==> config.mk <==
export PLATFORM = sky130hd
export DESIGN_NAME = spike_rate_encoder
export DESIGN_NICKNAME = d
export VERILOG_FILES = /design/src/rtl/spike_rate_encoder_pkg.sv /design/src/rtl/spike_rate_encoder_channel.sv /design/src/rtl/spike_rate_encoder.sv
export SDC_FILE = /design/constraint.sdc
export NUM_CORES = 1
export LEC_CHECK = 0
export ABC_AREA = 1
export ABC_CLOCK_PERIOD_IN_PS = 1900
export BUFFER_PORTS_ARGS = -buffer_cell sky130_fd_sc_hd__buf_2
export CAP_MARGIN = 20
export CORE_MARGIN = 1.5
export CORE_UTILIZATION = 40
export DETAILED_ROUTE_END_ITERATION = 8
export GPL_TIMING_DRIVEN = 0
export SLEW_MARGIN = 40
export SYNTH_ARGS = -nofsm -noshare
export SYNTH_HDL_FRONTEND = slang
export SYNTH_SLANG_ARGS = --single-unit
export TNS_END_PERCENT = 100
==> constraint.sdc <==
create_clock -name clk -period 1.9 [get_ports clk]
set_input_delay 0.285 -clock clk [delete_from_list [all_inputs] [get_ports clk]]
set_output_delay 0.285 -clock clk [all_outputs]
set_load 0.01 [all_outputs]
==> src/rtl/spike_rate_encoder_pkg.sv <==
// Shared constants and types for the spike rate encoder and its channel slices.
package spike_rate_encoder_pkg;

   localparam int INPUT_VEC_LEN = 8;
   localparam int WIDTH         = 8;
   localparam int NUM_STEPS     = 256;

   function automatic int step_width(input int n);
      return (n > 1) ? $clog2(n) : 1;
   endfunction

   localparam int STEP_W = step_width(NUM_STEPS);

   typedef enum logic {
      IDLE = 1'b0,
      RUN  = 1'b1
   } enc_state_t;

endpackage

==> src/rtl/spike_rate_encoder_channel.sv <==
// One channel of the rate encoder: latched intensity plus wrapping accumulator.
// The carry out of acc + val is this channel's spike for the current step.
module spike_rate_channel
   import spike_rate_encoder_pkg::*;
#(
   parameter int W = WIDTH
) (
   input  logic         clk,
   input  logic         rst,
   input  logic         load,
   input  logic         advance,
   input  logic [W-1:0] load_val,
   output logic         carry
);

   logic [W-1:0] val;
   logic [W-1:0] acc;
   logic [W:0]   sum;

   assign sum   = {1'b0, acc} + {1'b0, val};
   assign carry = sum[W];

   // A new frame load wins over advancing the old one.
   always_ff @(posedge clk) begin
      if (rst) begin
         val <= '0;
         acc <= '0;
      end else if (load) begin
         val <= load_val;
         acc <= '0;
      end else if (advance) begin
         acc <= sum[W-1:0];
      end
   end

endmodule

==> src/rtl/spike_rate_encoder.sv <==
// Frame-in / spike-vectors-out rate encoder: accepts one intensity frame and
// emits NUM_STEPS spike vectors using accumulator carry-out coding.
//
//   state | meaning
//   IDLE  | no frame held; in_ready=1, spike_valid=0, spikes=0
//   RUN   | emitting steps of the latched frame; new frame taken on last fire
module spike_rate_encoder #(
   parameter int INPUT_VEC_LEN = spike_rate_encoder_pkg::INPUT_VEC_LEN,
   parameter int WIDTH         = spike_rate_encoder_pkg::WIDTH,
   parameter int NUM_STEPS     = spike_rate_encoder_pkg::NUM_STEPS
) (
   input  logic                                 clk,
   input  logic                                 rst,
   input  logic                                 in_valid,
   output logic                                 in_ready,
   input  logic [INPUT_VEC_LEN-1:0][WIDTH-1:0]  in_values,
   output logic                                 spike_valid,
   input  logic                                 spike_ready,
   output logic [INPUT_VEC_LEN-1:0]             spikes,
   output logic [spike_rate_encoder_pkg::step_width(NUM_STEPS)-1:0] spike_step,
   output logic                                 spike_last
);
   import spike_rate_encoder_pkg::*;

   localparam int            SW        = step_width(NUM_STEPS);
   localparam logic [SW-1:0] LAST_STEP = SW'(NUM_STEPS - 1);

   enc_state_t               state;
   enc_state_t               state_nxt;
   logic [SW-1:0]            step;
   logic [INPUT_VEC_LEN-1:0] carry;
   logic                     fire;
   logic                     accept;

   always_ff @(posedge clk) begin
      if (rst) state <= IDLE;
      else     state <= state_nxt;
   end

   // in_ready in RUN is combinational from spike_ready so the next frame can
   // be taken on the last fire without a bubble.
   always_comb begin
      state_nxt   = state;
      spike_valid = (state == RUN);
      spike_last  = (state == RUN) && (step == LAST_STEP);
      spikes      = (state == RUN) ? carry : '0;
      in_ready    = (state == IDLE) || (spike_last && spike_ready);
      fire        = spike_valid && spike_ready;
      accept      = in_valid && in_ready;
      case (state)
         IDLE: if (accept) state_nxt = RUN;
         RUN:  if (fire && spike_last && !accept) state_nxt = IDLE;
         default: state_nxt = IDLE;
      endcase
   end

   always_ff @(posedge clk) begin
      if (rst) begin
         step <= '0;
      end else if (accept) begin
         step <= '0;
      end else if (fire) begin
         step <= spike_last ? '0 : step + SW'(1);
      end
   end

   assign spike_step = step;

   for (genvar g = 0; g < INPUT_VEC_LEN; g++) begin : g_chan
      spike_rate_channel #(.W(WIDTH)) u_chan (
         .clk      (clk),
         .rst      (rst),
         .load     (accept),
         .advance  (fire),
         .load_val (in_values[g]),
         .carry    (carry[g])
      );
   end

endmodule

==> flow_summary.json, run 1 <==
{
  "die_w_um": 149,
  "grt_pass1_vias": 8158,
  "crit_path_cell_trace": "ha_4 > inv_2 > fa_2 > inv_2 > a21oi_4 > nor2_1 > o21a_1 > buf_2",
  "core-area_um2": 21000,
  "grt_pass1_wl_um": 40700,
  "rows": 53,
  "synth_cell_types": 33,
  "fp.dieArea_um2": 22200,
  "finalHoldViolCount": 0,
  "clk_latency_ns": 0.43,
  "violations": "negative setup slack",
  "ys_seq_area_frac": 0.322,
  "rsz0062_at_grt": "yes",
  "finalSetupViolations": 9,
  "ff_latch_area_um2": 2810,
  "crit_path_end_kind": "primary output",
  "irDropWorstVdd_uv": 523,
  "maxSlewHeadroom": 0.380,
  "io_buffers": 86,
  "synth_cells": 1214,
  "multi_input_area_um2": 5690,
  "post-route-util": 0.535,
  "antenna_left": 0,
  "dpl.hpwl_um": 17300,
  "root_buffer": "clkbuf_16",
  "period_minus_slack_ns": 2.17,
  "drt_first_pass_iters": 5,
  "max_freq_mhz": 460,
  "fp.dieH_um": 149,
  "grt.overflow.total": 0,
  "worst_slack_ns": -0.272,
  "first_iter_violations": 395,
  "fin_skew_ns": 0.0109,
  "syn-cell-area_um2": 8520,
  "outcome": "finished, violations left",
  "ys_warn_count": 0,
  "clock_path_buffers": 2,
  "antenna_cells": 0,
  "cpMostUsedCell": "inv_2",
  "num_io_pins": 87,
  "critPathLaunchType": "flip-flop",
  "fillers": 2059,
  "clock-sinks": 137,
  "crit_required_ns": 1.62,
  "cpPeakStageDelay_ns": 0.37,
  "yosys_register_bits": 137,
  "grt_max_degree": 17,
  "drive_gt1_frac": 0.286,
  "final_nets": 1530,
  "grtUsageTotal": 0.236,
  "antenna_found_initial": 0,
  "critPathKind": "flip-flop to primary output",
  "htreeDepth": 4,
  "viasPerCell": 5.04,
  "powerDensity_nw_per_um2": 710,
  "cp.arrival_ns": 1.89,
  "dr_total_vias": 8460,
  "power_leakage_nw": 5.23,
  "worstMarginPinSlew_ns": 0.930,
  "maxSlewViolCount": 0,
  "postSynthAreaPerCell_um2": 7.02,
  "synth.net_count": 1355,
  "wire_per_inst_um": 15.2,
  "gp_congestion": 0.882,
  "hp-class": "input port to flip-flop",
  "placed_cell_area_um2": 9290,
  "cts_buffers": 17,
  "wl_um": 25500,
  "path_max_fanout": 2,
  "syn2layout_area_growth_pct": 31.5,
  "path_clk_slew_ns": 0.06,
  "final_area_um2": 11200,
  "drc": 0,
  "initial_core_util": 0.406,
  "cap_violations": 0,
  "fin_crit_sh": 1.14,
  "cpMaxStageDelayCell": "fa_2",
  "tritoncts": "built"
}
[synthesized netlist by cell type]
master	number	share of area
nor3_1	1	0.00059
xnor2_1	3	0.0031
nand2_2	1	0.00074
ha_1	65	0.095
o31ai_1	1	0.00088
buf_8	1	0.0018
a21o_1	7	0.0062
nand3_2	1	0.0012
dfxtp_1	137	0.32
a21oi_1	140	0.082
buf_4	4	0.0035
o21ai_0	2	0.0012
nand2_4	2	0.0026
nor3_2	1	0.0012
a211oi_1	3	0.0026
xor2_1	9	0.0093
clkbuf_1	20	0.0088
nand3b_1	82	0.072
nor2_1	143	0.063
inv_1	99	0.044
mux2i_1	8	0.0094
buf_2	11	0.0065
buf_6	10	0.013
nand4_1	17	0.012
fa_1	8	0.019
nand2_1	300	0.13
a31oi_1	4	0.0029
buf_1	10	0.0044
inv_2	3	0.0013
or2_2	32	0.024
nor2_2	2	0.0015
o21a_1	1	0.00088
nand3_1	86	0.051
[path summary, 6_finish.rpt]
path	startpoint	end	slack [ns]	cells after the start
setup / recovery	g_chan[7].u_chan.val[0]	spikes[7]	-0.27	8
hold / removal	rst	spike_valid	0.02	2
setup reg to reg	spike_step[1]	g_chan[4].u_chan.acc[2]	0.05	10
hold reg to reg	g_chan[1].u_chan.acc[4]	g_chan[1].u_chan.acc[4]	0.47	2
[per-stage QoR]
step	setup slack [ns]	setup TNS (ns)	std cells	hold WS [ns]	power, mW
floorplan	0.311	0	1214	0.354	3.99
CTS	-0.309	-1.84	1669	0.00917	7.92
global route	-0.319	-1.91	1677	0.0311	8.29
finish	-0.272	-1.34	1677	0.0234	7.95
global placement	-0.163	-8.96	1575	0.453	4.34
detailed placement	-0.191	-9.07	1575	0.461	4.35
[registers in the layout (all words and copies together) (netlist names)]
register and cells:
spike_valid 1, g_chan.u_chan.val 64, g_chan.u_chan.acc 64, spike_step 8
[layer usage]
metal / track usage / up-vias / wire length [um]
met5: 0 / - / 0
met1: 0.298 / 3855 / 11600
met4: 0.119 / 0 / 991
met3: 0.0422 / 63 / 1200
li1: - / 4336 / -
met2: 0.386 / 206 / 11700
[cells by family after synthesis]
| logic type | Yosys count | synth area share |
|---|---|---|
| AND/OR/NAND/NOR | 668 | 0.362 |
| AO/OA/AOI/OAI | 158 | 0.0970 |
| buffers and inverters | 158 | 0.0831 |
| flip-flops | 137 | 0.322 |
| adder cells (fa/ha/maj) | 73 | 0.114 |
| XOR/XNOR | 12 | 0.0123 |
| multiplexers | 8 | 0.00940 |
[final cells by class]
cell class | instances | share of cell area
Inverter | 102 | 0.0344
Clock inverter | 11 | 0.0130
Timing Repair Buffer | 156 | 0.0909
Multi-Input combinational cell | 919 | 0.508
Buffer | 56 | 0.0303
Sequential cell | 137 | 0.251
Tap cell | 275 | 0.0307
Clock buffer | 21 | 0.0420
[power breakdown]
part	internal, mW	total [mW]	leakage (nW)	switching [mW]
combinational	0.575	1.31	3.80	0.731
clock	2.16	3.47	0.295	1.31
sequential	3.03	3.17	1.14	0.143
[cells in the final DEF (no fill, tap or decap), types with 4 or more instances in the layout]
cell	netlist	final
nand2_1	300	277
nor2_1	143	143
a21oi_1	140	132
buf_2	11	96
dfxtp_1	137	90
inv_1	99	87
nand3_1	86	84
nand3b_1	82	82
buf_4	4	60
dfxtp_2	0	44
ha_4	0	35
or2_2	32	32
ha_1	65	29
nand2_2	1	24
buf_6	10	23
clkbuf_1	20	17
nand4_1	17	17
clkbuf_16	0	17
inv_2	3	14
buf_1	10	10
xor2_1	9	9
mux2i_1	8	8
fa_2	0	8
a21o_1	7	7
a21oi_2	0	7
clkbuf_2	0	4
[worst max-delay path: cells and delay by family (launching register included)]
family,cells,cell delay (ns)
AND/OR/NAND/NOR,1,0.09
buffers and inverters,3,0.28
AO/OA/AOI/OAI,2,0.23
adder cells (fa/ha/maj),2,0.51
flip-flops,1,0.36
[repair_timing]
action | 4_1_cts | 5_1_grt
gates cloned | 0 | 0
setup buffers | 67 | 17
pin swaps | 51 | 40
gates resized for setup | 125 | 62
hold buffers | 0 | 0
endpoints found under the setup margin | 122 | 91
Power figures use the tool's default switching activity.
==> run 2, diff against run 1 <==
--- a/config.mk
+++ b/config.mk
@@ -13,6 +13,7 @@
 export CORE_UTILIZATION = 40
 export DETAILED_ROUTE_END_ITERATION = 8
 export GPL_TIMING_DRIVEN = 0
+export PLACE_DENSITY_LB_ADDON = 0.2
 export SLEW_MARGIN = 40
 export SYNTH_ARGS = -nofsm -noshare
 export SYNTH_HDL_FRONTEND = slang
==> run 2 against run 1 <==
Net effect:
- sequential share of layout area rose by 0.25 points
- clock power barely moved
- largest cell class unchanged
- the run still ends with negative setup slack left
- register-to-register slack barely moved
- via count fell by 0.21%
- cell area fell by 0.96%
- utilization fell by 0.51 points
==> flow_summary.json, run 2 (synthesized netlist as in run 1, its figures left out) <==
{
  "outcome": "finished, violations left",
  "violations": "negative setup slack",
  "place_worst_setup_slack_ns": -0.142,
  "finalSetupViolations": 9,
  "crit_path_cell_trace": "ha_4 > inv_2 > fa_2 > inv_2 > a21oi_4 > nor2_1 > o21a_1 > buf_2",
  "crit_buf_inv": 3,
  "worst_slack_ns": -0.263,
  "crit_path_end_kind": "primary output",
  "power.total_mw": 7.97,
  "cpPeakStageDelay_ns": 0.37,
  "drc": 0,
  "initial_core_util": 0.406,
  "final_nets": 1523,
  "irDropWorstVdd_uv": 378,
  "clk_latency_ns": 0.43,
  "path_clk_slew_ns": 0.06,
  "finalHoldViolCount": 0,
  "core-area_um2": 21000,
  "drive_gt1_frac": 0.275,
  "r2r-start": "spike_step[1]",
  "fp.dieArea_um2": 22200,
  "period_minus_slack_ns": 2.16,
  "grt.overflow.total": 0,
  "die_w_um": 149,
  "powerDensity_nw_per_um2": 719,
  "grt_max_degree": 17,
  "gp_congestion": 0.889,
  "clock_path_buffers": 2,
  "r2r-end": "g_chan[6].u_chan.val[4]",
  "rows": 53,
  "max_freq_mhz": 462,
  "htreeDepth": 4,
  "fin_skew_ns": 0.00563,
  "cpMaxStageDelayCell": "fa_2",
  "first_iter_violations": 482,
  "tritoncts": "built",
  "whs_ns": 0.0224,
  "grt_pass1_wl_um": 39800,
  "clock-sinks": 137,
  "placed_cell_area_um2": 9290,
  "path_max_fanout": 2,
  "cpMostUsedCell": "inv_2",
  "antenna_found_initial": 0,
  "io_buffers": 86,
  "fp.dieH_um": 149,
  "critPathLaunchType": "flip-flop",
  "grtUsageTotal": 0.231,
  "syn2layout_area_growth_pct": 30.3,
  "viasPerCell": 5.06,
  "reg2reg_slack_ns": 0.06,
  "rsz0062_at_grt": "yes",
  "dr_total_vias": 8442,
  "wl_um": 25500,
  "root_buffer": "clkbuf_16",
  "hp-class": "input port to flip-flop",
  "cap_violations": 0,
  "instances_no_fill": 1670,
  "cts_buffers": 17,
  "critPathLaunch": "g_chan[7].u_chan.acc[0]",
  "final_area_um2": 11100,
  "dp_cells": 1575,
  "drt_first_pass_iters": 5,
  "cp.depth": 8,
  "maxSlewViolCount": 0,
  "fin_crit_sh": 1.14,
  "crit_family": "adder cells",
  "power_leakage_nw": 5.22,
  "wire_per_inst_um": 15.3,
  "final_common_cell": "nand2_1",
  "critical_path.endpoint": "spikes[7]",
  "antenna_left": 0,
  "crit_required_ns": 1.62,
  "post-route-util": 0.529,
  "r2r_cells": 12,
  "cp.arrival_ns": 1.88,
  "totalNegativeSetupSlack_ns": -1.37,
  "antenna_cells": 0,
  "num_io_pins": 87,
  "grt_pass1_vias": 7812,
  "dpl.hpwl_um": 17300,
  "layout_common_cells": "nand2_1, nor2_1, a21oi_1, buf_2, dfxtp_1",
  "worstMarginPinSlew_ns": 0.878,
  "critPathKind": "flip-flop to primary output",
  "maxSlewHeadroom": 0.415
}
==> run 2: where the power goes <==
part	internal, mW	leakage [nW]	switching, mW
registers	3.03	1.14	0.142
clock network	2.16	0.290	1.32
logic	0.589	3.78	0.742
total	5.77	5.22	2.20
==> run 2: layer usage <==
metal  part of all wire  vias up  wire [um]  GRT usage
met1               0.48     3930      12200      0.307
met5                  0        -          0          0
met4              0.023        0        588     0.0762
met2               0.46      161      11700      0.389
li1                   -     4309          -          -
met3              0.041       42       1040     0.0284
==> run 2: worst min-delay path by stage <==
| stage | end | depth (start not counted) | from | slack (ns) |
|---|---|---|---|---|
| final | spike_valid | 2 | rst | 0.02 |
| after global routing | spike_valid | 2 | rst | 0.03 |
| after CTS | spike_valid | 2 | rst | 0.01 |
| after detailed placement | g_chan[1].u_chan.acc[3] | 2 | g_chan[1].u_chan.acc[3] | 0.46 |
| after global placement | g_chan[1].u_chan.acc[0] | 2 | g_chan[1].u_chan.acc[0] | 0.45 |
| after floorplan | spike_valid | 1 | rst | 0.35 |
==> run 2: final cells by class <==
type | count | area [um2]
Fill cell | 2042 | 9860
Multi-Input combinational cell | 919 | 5610
Sequential cell | 137 | 2810
Timing Repair Buffer | 149 | 968
Clock buffer | 20 | 467
Inverter | 102 | 385
Buffer | 56 | 365
Tap cell | 275 | 344
Clock inverter | 12 | 148
==> run 2: timing repair <==
action                     CTS  global route
setup endpoints to repair  110            78
pin swaps                   43            33
gates cloned                 0             2
resized for setup          118            52
buffers inserted            44            20
hold buffers                 0             0
==> run 3, diff against run 2 <==
--- a/config.mk
+++ b/config.mk
@@ -5,12 +5,12 @@
 export SDC_FILE = /design/constraint.sdc
 export NUM_CORES = 1
 export LEC_CHECK = 0
-export ABC_AREA = 1
+export ABC_AREA = 0
 export ABC_CLOCK_PERIOD_IN_PS = 1900
 export BUFFER_PORTS_ARGS = -buffer_cell sky130_fd_sc_hd__buf_2
 export CAP_MARGIN = 20
 export CORE_MARGIN = 1.5
-export CORE_UTILIZATION = 40
+export CORE_UTILIZATION = 50
 export DETAILED_ROUTE_END_ITERATION = 8
 export GPL_TIMING_DRIVEN = 0
 export PLACE_DENSITY_LB_ADDON = 0.2
==> run 3 against run 2 <==
Net effect:
- the flow still finishes with violations (negative setup slack)
- non-clock buffer count decreased by 37
- maximum frequency decreased by 16%
- sequential power decreased by 3%
- critical path depth unchanged
- largest cell class unchanged
- highest routed layer unchanged
==> flow_summary.json, run 3 <==
{
  "outcome": "finished, violations left",
  "violations": "negative setup slack",
  "rows": 44,
  "postSynthAreaPerCell_um2": 8.42,
  "fillers": 1282,
  "wl_um": 21300,
  "synth.net_count": 1028,
  "drt_first_pass_iters": 5,
  "ys_async_sr_fraction": 0,
  "fp.dieH_um": 125,
  "worstMarginPinSlew_ns": 0.803,
  "synth_xor_area_frac": 0.0223,
  "drive_gt1_frac": 0.268,
  "gp_congestion": 0.870,
  "switchingPower_mw": 1.80,
  "wire_per_inst_um": 17.3,
  "yosysMostFrequentCell": "nand2_1",
  "highest_layer": "met4",
  "synthMuxAreaShare": 0.0161,
  "root_buffer": "clkbuf_16",
  "rsz0062_at_grt": "yes",
  "grtUsageTotal": 0.271,
  "num_io_pins": 87,
  "critPathKind": "flip-flop to primary output",
  "place_worst_setup_slack_ns": -0.427,
  "initial_core_util": 0.514,
  "fin_crit_sh": 1.36,
  "ys.flop_type": "dfxtp_1",
  "syn2layout_area_growth_pct": 27.1,
  "viasPerCell": 5.77,
  "antenna_cells": 0,
  "finalHoldViolCount": 0,
  "dr_total_vias": 7088,
  "ys_seq_area_frac": 0.367,
  "wl_met3_um": 1300,
  "max_freq_mhz": 388,
  "layout_common_cells": "nand2_1, dfxtp_1, a21oi_1, buf_2, ha_1",
  "core-area_um2": 14500,
  "synth_top_family_by_area": "compound AO/OA/AOI/OAI gates",
  "synth_cell_types": 44,
  "final_nets": 1173,
  "period_minus_slack_ns": 2.58,
  "drc": 0,
  "synth_area_leader_cell": "dfxtp_1",
  "clock-sinks": 137,
  "path_max_fanout": 2,
  "path_clk_slew_ns": 0.06,
  "switching_share": 0.250,
  "irDropWorstVdd_uv": 664,
  "synthAdderAreaFrac": 0.130,
  "grt_pass1_vias": 6645,
  "grt_pass1_wl_um": 33600,
  "dp_cells": 1157,
  "cpMaxStageDelayCell": "fa_2",
  "syn-cell-area_um2": 7470,
  "p_seq_frac": 0.426,
  "clkPwrFrac": 0.454,
  "synthTopCellsByArea": "dfxtp_1, ha_1, nand2_1",
  "grt.overflow.total": 0,
  "cpPeakStageDelay_ns": 0.36,
  "clock_path_buffers": 2,
  "crit_required_ns": 1.62,
  "maxSlewHeadroom": 0.465,
  "crit_path_cell_trace": "ha_4 > fa_2 > a211oi_2 > o21bai_1 > a21o_1 > a211oi_2 > nor2_2 > buf_2",
  "finalSetupViolations": 11,
  "synth-compound-area-share": 0.241,
  "yosysTopAreaCellShare": 0.367,
  "p_comb_frac": 0.120,
  "cp.arrival_ns": 2.29,
  "htreeDepth": 4,
  "hp-class": "input port to flip-flop",
  "synth_cells": 887,
  "yosys_register_bits": 137,
  "fin_skew_ns": 0.00541,
  "final_common_cell": "nand2_1",
  "dpl.hpwl_um": 14000,
  "fp.dieArea_um2": 15700,
  "cap_violations": 0,
  "synth-simple-area-share": 0.186,
  "die_w_um": 125,
  "tritoncts": "built",
  "first_iter_violations": 537,
  "synth_edf_count": 0,
  "ys_warn_count": 0,
  "powerDensity_nw_per_um2": 758,
  "antenna_left": 0,
  "drt-met1-wl_um": 9360,
  "critPathLaunchType": "flip-flop",
  "instances_no_fill": 1229,
  "ys_top_cells_by_count": "nand2_1, dfxtp_1, a21oi_1",
  "grt_max_degree": 17,
  "cts_buffers": 17,
  "cts_hold_buf": 0,
  "maxSlewViolCount": 0,
  "p_int_mw": 5.40,
  "power_leakage_nw": 4.04,
  "antenna_found_initial": 0,
  "wl_met2_um": 9960,
  "crit_path_end_kind": "primary output",
  "io_buffers": 86,
  "clk_latency_ns": 0.42,
  "worst_slack_ns": -0.677,
  "cpMostUsedCell": "a211oi_2"
}
run 3: changes by cell type after synthesis, moves of 49 or more:
| cell | delta |
|---|---|
| nand2_1 | -126 |
| o21ai_0 | +49 |
| nor2_1 | -90 |
| nand3b_1 | -82 |
| nand3_1 | -82 |
| inv_1 | -93 |
run 3: layout make-up:
| type | count | area [um2] | area share |
|---|---|---|---|
| Multi-Input combinational cell | 702 | 4790 | 0.505 |
| Sequential cell | 137 | 2780 | 0.292 |
| Timing Repair Buffer | 126 | 781 | 0.0823 |
| Clock buffer | 26 | 499 | 0.0526 |
| Buffer | 42 | 305 | 0.0322 |
| Tap cell | 184 | 230 | 0.0243 |
| Clock inverter | 6 | 87.6 | 0.00923 |
| Inverter | 6 | 22.5 | 0.00237 |
run 3: per-layer routing:
metal / track usage / vias to the layer above
li1: - / 3514
met1: 0.349 / 3285
met4: 0.107 / 0
met3: 0.0556 / 47
met5: 0 / -
met2: 0.446 / 242
run 3: repair_timing:
action / CTS / global route
pin swaps: 32 / 13
resized for setup: 79 / 25
setup endpoints to repair: 143 / 115
setup buffers: 55 / 13
run 3: path summary, 6_finish.rpt:
| check | startpoint | to | slack [ns] | cells after the start |
|---|---|---|---|---|
| max reg2reg | g_chan[0].u_chan.val[0] | g_chan[0].u_chan.acc[6] | -0.62 | 13 |
| min reg2reg | g_chan[2].u_chan.acc[4] | g_chan[2].u_chan.acc[4] | 0.46 | 2 |
| min | in_values[8] | g_chan[1].u_chan.val[0] | 0.09 | 3 |
| max | g_chan[0].u_chan.val[0] | spikes[0] | -0.68 | 8 |
run 3: critical path: cells and delay by family, from the launching register on:
family / cells / cell delay (ns)
AOI/OAI and AO/OA: 4 / 0.81
adders and majority gates: 2 / 0.52
buffers and inverters: 1 / 0.14
DFF: 1 / 0.34
and+or+nand+nor: 1 / 0.06
run 3: through the flow:
| stage | util | total power, mW | TNS (ns) | instance area, um2 | hold slack (ns) |
|---|---|---|---|---|---|
| 5_1_grt | 0.653 | 7.48 | -6.68 | 9490 | 0.0857 |
| 3_3_place_gp | 0.573 | 3.90 | -35.56 | 8330 | 0.444 |
| 6_report | 0.653 | 7.20 | -5.50 | 9490 | 0.0947 |
| 2_1_floorplan | - | 3.63 | -0.0149 | 7670 | 0.413 |
| 3_5_place_dp | 0.573 | 3.91 | -35.74 | 8330 | 0.449 |
| 4_1_cts | 0.652 | 7.21 | -6.06 | 9480 | 0.0844 |
run 3: cells by family (layout without fill, tap and decap cells):
family / count (synthesis) / in the layout
buf+inv: 48 / 206
flops: 137 / 137
fa+ha+maj: 73 / 73
simple gates: 311 / 311
mux: 12 / 12
xor+xnor: 19 / 19
compound gates: 287 / 287
run 3: power by group through the flow:
stage,Clock (mW),Sequential (mW),Combinational [mW]
after global placement,0,3.12,0.778
final,3.27,3.07,0.864
after floorplan,0,3.10,0.532
after CTS,3.31,3.07,0.832
after global routing,3.45,3.07,0.950
after detailed placement,0,3.12,0.792
